==> config.mk <==
export PLATFORM = sky130hd
export DESIGN_NAME = bin_to_bcd_seq
export DESIGN_NICKNAME = d
export VERILOG_FILES = /design/src/rtl/bin_to_bcd_seq_pkg.sv /design/src/rtl/bin_to_bcd_seq_add3_corr.sv /design/src/rtl/bin_to_bcd_seq.sv
export SDC_FILE = /design/constraint.sdc
export NUM_CORES = 1
export LEC_CHECK = 0
export ABC_AREA = 1
export ABC_CLOCK_PERIOD_IN_PS = 1600
export BUFFER_PORTS_ARGS = -buffer_cell sky130_fd_sc_hd__buf_2
export CAP_MARGIN = 15
export CORE_MARGIN = 2
export CORE_UTILIZATION = 50
export CTS_CLUSTER_SIZE = 28
export DETAILED_ROUTE_END_ITERATION = 7
export PLACE_DENSITY = 0.69
export SLEW_MARGIN = 20
export SYNTH_ARGS = -nofsm -noshare
export SYNTH_HDL_FRONTEND = slang
export SYNTH_SLANG_ARGS = --single-unit
==> constraint.sdc <==
create_clock -name clk -period 1.6 [get_ports clk]
set_input_delay 0.16 -clock clk [delete_from_list [all_inputs] [get_ports clk]]
set_output_delay 0.16 -clock clk [all_outputs]
set_load 0.03 [all_outputs]
==> src/rtl/bin_to_bcd_seq_pkg.sv <==
// bin_to_bcd_seq_pkg: shared state encoding and default sizing for the BCD converter
package bin_to_bcd_seq_pkg;

    typedef enum logic [1:0] {
        IDLE  = 2'b00,
        SHIFT = 2'b01,
        DONE  = 2'b10
    } state_t;

    localparam int DEF_WIDTH  = 8;
    localparam int DEF_DIGITS = 3;

endpackage

==> src/rtl/bin_to_bcd_seq_add3_corr.sv <==
// add3_corr: double-dabble digit correction, 5..9 become 8..12 so the next shift carries
module add3_corr (
    input  logic [3:0] din,
    output logic [3:0] dout
);

    // digits that would exceed 9 after doubling get pre-biased by 3
    always_comb begin
        dout = (din >= 4'd5) ? din + 4'd3 : din;
    end

endmodule

==> src/rtl/bin_to_bcd_seq.sv <==
// bin_to_bcd_seq: sequential shift-and-add-3 binary to packed BCD converter
module bin_to_bcd_seq
    import bin_to_bcd_seq_pkg::*;
#(
    parameter int WIDTH  = DEF_WIDTH,
    parameter int DIGITS = DEF_DIGITS
) (
    input  logic                  clk,
    input  logic                  rst,
    input  logic                  start,
    input  logic [WIDTH-1:0]      bin_in,
    output logic                  busy,
    output logic                  done,
    output logic [4*DIGITS-1:0]   bcd_out
);

    localparam int CW = (WIDTH > 1) ? $clog2(WIDTH) : 1;
    localparam logic [CW-1:0] LAST = CW'(WIDTH - 1);

    state_t                      state, state_nx;
    logic [WIDTH-1:0]            bin_r;
    logic [4*DIGITS-1:0]         scr;
    logic [4*DIGITS-1:0]         corr;
    logic [CW-1:0]               cnt;
    logic [4*DIGITS+WIDTH-1:0]   sh;

    for (genvar i = 0; i < DIGITS; i++) begin : g_corr
        add3_corr u_corr (
            .din  (scr[4*i+:4]),
            .dout (corr[4*i+:4])
        );
    end

    assign sh = {corr, bin_r} << 1;

    // state, operand capture, per-cycle shift and final result latch
    always_ff @(posedge clk) begin
        if (rst) begin
            state   <= IDLE;
            bin_r   <= '0;
            scr     <= '0;
            cnt     <= '0;
            bcd_out <= '0;
        end else begin
            state <= state_nx;
            if (state == IDLE && start) begin
                bin_r <= bin_in;
                scr   <= '0;
                cnt   <= '0;
            end else if (state == SHIFT) begin
                {scr, bin_r} <= sh;
                cnt          <= (cnt == LAST) ? cnt : cnt + 1'b1;
                if (cnt == LAST)
                    bcd_out <= sh[4*DIGITS+WIDTH-1:WIDTH];
            end
        end
    end

    // next state and status flags decoded from the current state
    always_comb begin
        state_nx = (state == IDLE)  ? (start ? SHIFT : IDLE) :
                   (state == SHIFT) ? ((cnt == LAST) ? DONE : SHIFT) : IDLE;
        busy     = (state == SHIFT);
        done     = (state == DONE);
    end

endmodule

# ---- After elaboration in Yosys (flattened, before gate mapping)
# Index checks and enable logic that the tools add are counted.
dict set report classes {
  add_sub_neg 4
  n_lt_le_gt_ge 3
  n_eq_ne 3
  n_mux 9
  bitwise_logic 2
  reduce_logical 6
}
# operator count
set ops {}
lappend ops {{$mux W8} 2}
lappend ops {{$ge A4 B3 Y1 const B} 3}
lappend ops {{$add A4 B2 Y4 const B} 2}
lappend ops {{$mux W4} 2}
lappend ops {{$mux W2} 3}
lappend ops {{$add A3 B1 Y3 const B} 1}
lappend ops {{$add A3 B2 Y3 const B} 1}
lappend ops {{$eq A3 B3 Y1 const B} 1}
lappend ops {{$mux W3} 1}
lappend ops {{$reduce_and A3 Y1} 1}
lappend ops {{$eq A2 B1 Y1 const B} 1}
lappend ops {{$eq A2 B2 Y1 const B} 1}
lappend ops {{$logic_not A2 Y1} 1}
lappend ops {{$not A1 Y1} 2}
lappend ops {{$reduce_and A2 Y1} 1}
lappend ops {{$reduce_bool A2 Y1} 1}
lappend ops {{$reduce_or A2 Y1} 1}
lappend ops {{$logic_and A1 B1 Y1} 1}
lappend ops {{$mux W1} 1}
dict set report word_totals {
  regBits 37
  input_bits 11
  wordCells 32
}

# ---- Depth between registers and ports, before layout
dict set report logic_depth {
  word_depth 4
  ltp_mapped 9
}

# ---- Modules after synthesis
# From an unflattened synthesis, not the netlist that was laid out.
dict set report hier_totals {
  cells_unflattened 275
  area_unflattened_um2 1933.1
}
# module instances cells_per_inst area_per_inst_um2 seq_area_each_um2
set modules_own_cells {}
lappend modules_own_cells {bin_to_bcd_seq 1 206 1527.7 740.7}
lappend modules_own_cells {add3_corr 3 23 135.1 0.0}

# ---- Worst setup path after synthesis
# OpenSTA, ideal clock, no wires.
dict set report synth_timing {
  kind {reg2reg}
  start {register cnt[0]}
  end {register bcd_out[9]}
  setup_ns 0.109
  arrival_time_ns 1.260
  path_slack_ns 0.231
  path_stages_with_launch 9
  n_path_buf 1
  synth_period_minus_slack_ns 1.369
  cell_sequence {dfxtp_1 -> ha_1 -> ha_1 -> inv_1 -> nor2_8 -> buf_8 -> o21a_1 -> nand2_1 -> inv_1}
}
dict set report synth_via {
  elab_chain_len 2
}
# element line
set synth_lines {}
lappend synth_lines {{start: declaration} bin_to_bcd_seq.sv:24} ;# logic [CW-1:0] cnt;
lappend synth_lines {{start signal: assignment} bin_to_bcd_seq.sv:52} ;# cnt <= (cnt == LAST) ? cnt : cnt + 1'b1;
lappend synth_lines {{$eq A3 B3 Y1} bin_to_bcd_seq.sv:53} ;# if (cnt == LAST)
lappend synth_lines {{$reduce_and A3 Y1 (no source line)} -}
lappend synth_lines {{end signal: assignment} bin_to_bcd_seq.sv:54} ;# bcd_out <= sh[4*DIGITS+WIDTH-1:WIDTH];
lappend synth_lines {{end: declaration} bin_to_bcd_seq.sv:14} ;# output logic [4*DIGITS-1:0] bcd_out
# Every way passes these cells.
# A chain may end at the register's enable or synchronous reset.

# ---- Worst setup path in the final report
dict set report layout_timing {
  start {register state[0]}
  end {output port busy}
}
dict set report layout_via {
  elab_chain_len 1
}
# element line
set layout_lines {}
lappend layout_lines {{start: declaration} bin_to_bcd_seq.sv:20} ;# state_t state, state_nx;
lappend layout_lines {{start signal: assignment} bin_to_bcd_seq.sv:45} ;# state <= state_nx;
lappend layout_lines {{$eq A2 B1 Y1} bin_to_bcd_seq.sv:63} ;# busy = (state == SHIFT);
lappend layout_lines {{end: declaration} bin_to_bcd_seq.sv:12} ;# output logic busy,
# Every way passes these cells.

==> results.json <==
{
  "ant_nets": 0,
  "netlist_area_sq_um": 1840,
  "cap_violations": 0,
  "rsz0062_at_grt": "no",
  "outcome": "finished clean",
  "post-route-min-period_ps": 1500,
  "ctsLongestPathBuffers": 2,
  "synth_area_leaders": "dfxtp_1, nand2_1, nand3_1, inv_1, ha_1",
  "postCtsResizedCells": 1,
  "vdd_drop_max_mv": 0.608,
  "grt_pass1_vias": 1472,
  "synthesis.nets": 272,
  "route.detailed.drc": 0,
  "track_usage_pct": 19.7,
  "leakagePower_nw": 1.05,
  "cts.sinks": 37,
  "ios": 25,
  "syn_area_per_cell_sq_um": 7.28,
  "final.period_utilization_pct": 94.0,
  "synth_common_cells": "nand2_1, inv_1, dfxtp_1",
  "synth_most_common_cell": "nand2_1",
  "drt-pass1-iter-count": 4,
  "synth.distinct_cells": 23,
  "power_per_cell_area_nw_per_um2": 959,
  "finalSetupViolations": 0,
  "fp-row-count": 22,
  "slew_violations": 0,
  "die_w_um": 64.7,
  "port_buffers": 24,
  "synth-edff-count": 0,
  "drt_iter0_drc": 109,
  "clock_latency_ps": 290,
  "ys_seq_area_share_pct": 40.2,
  "antenna-diode-count": 0,
  "syn2layout_area_growth_pct": 15.4,
  "avgViaCountPerCell": 4.95,
  "worst_hold_slack_ps": 143,
  "grt_max_degree": 19,
  "cp-end-kind": "primary output",
  "synthArstFlopShare_pct": 0,
  "yosysTopAreaCell": "dfxtp_1",
  "drt_wl_total_um": 3660,
  "fmax_mhz": 665,
  "gp_congestion": 0.929,
  "cts_root_buf": "clkbuf_8",
  "htreeDepth": 2,
  "cp.required_ps": 1440,
  "die_area_sq_um": 4180,
  "grt_overflow": 0,
  "synthFlopType": "dfxtp_1",
  "cts_tree": "done",
  "syn-instance-count": 253,
  "hold_viol": 0,
  "final_layout_size_suffix_gt1_share_pct": 15.2,
  "start_util_pct": 51.1,
  "coreArea_sq_um": 3610,
  "setup_slack_ps": 96.3,
  "synth_top_area_share_pct": 40.2,
  "synth_seq_cells": 37,
  "grt_pass1_wl_um": 6290,
  "path_clk_slew_ps": 70,
  "dp_hpwl_um": 2570,
  "tns_ps": 0,
  "hold_class": "primary input to flop",
  "synth_warnings": 0,
  "crit_arrival_ps": 1340,
  "cts_inserted_buffers": 5,
  "hold_buffers": 0,
  "antenna_found_initial": 0,
  "num-nets-final": 300,
  "cts_setup_buffers": 0,
  "r2r_slack_ps": 140,
  "vias": 1633,
  "finalClockSkew_ps": 8.53,
  "fp.dieH_um": 64.7,
  "criticalPathCategory": "flop to primary output",
  "startpoint_type": "flop",
  "slew_headroom_pct": 81.4,
  "wl_per_cell_um": 11.1,
  "tightest_slew_ps": 278,
  "path_max_fanout": 15,
  "dp_slack_ps": 169
}
-- critical path: stages (launching register included) --
cell     delay [ps]
dfxtp_1         450
nand2_4         190
inv_4           180
buf_2           230
-- sequential cells by signal, summed over array words and instances, names as in the netlist --
signal and flops:
cnt 3, scr 12, bin_r 8, state 2, bcd_out 12
-- cells by family after synthesis --
group / after synthesis / synth area share [%]
flip-flops: 37 / 40.2
AND/OR/NAND/NOR: 119 / 29.3
AO/OA/AOI/OAI: 39 / 13.0
adder cells (fa/ha/maj): 8 / 5.43
buffers and inverters: 50 / 12.1
-- metal layers --
metal / vias up / global-route usage (%) / part of all wire (%)
li1: 873 / - / -
met2: 35 / 32.9 / 47
met4: 0 / 10.1 / 1.9
met5: - / 0 / 0
met3: 7 / 4.69 / 4.7
met1: 718 / 23.6 / 46
-- final timing paths --
path | start | end | cells after the start
hold reg to reg | cnt[1] | cnt[1] | 2
setup reg to reg | cnt[0] | bcd_out[11] | 8
setup / recovery | state[0] | busy | 3
hold / removal | bin_in[0] | bin_r[0] | 3
-- stage by stage --
step	instance area, sq um	instances	power (mW)	utilization, %
finish	2130	330	2.04	59.0
global route	2130	330	2.14	59.0
CTS	2130	330	2.06	59.0
detailed placement	2010	322	1.23	55.7
global placement	2010	322	1.22	55.7
floorplan	1840	253	1.17	-
-- power breakdown --
part / switching, mW / internal (mW)
clock network: 0.322 / 0.508
registers: 0.0262 / 0.954
logic: 0.143 / 0.0849
total: 0.492 / 1.55
-- layout by cell type, fill, tap and decap left out --
cell type / n
o21ai_0: 6
a21oi_2: 2
ha_1: 8
buf_12: 1
inv_4: 1
nor2_1: 11
nand4_1: 6
nand3_1: 35
nand2_2: 1
a31oi_1: 7
inv_1: 41
nor2_8: 1
clkbuf_8: 6
o21ai_1: 1
buf_2: 24
bufinv_16: 1
a21boi_0: 3
nand2_1: 63
nor2_4: 1
nand2_4: 1
o21a_1: 8
dfxtp_1: 37
a21oi_1: 12
buf_4: 4
clkbuf_1: 1
-- cell type report --
type                       count  area (sq um)
clock inverter                 1          30.0
inverter                      42           160
clock buffer                   7          86.3
tap                           48          60.1
timing repair buffer          29           170
multi-input combinational    166           878
sequential                    37           741
fill                         347          1480
(Power assumes the default switching activity.)
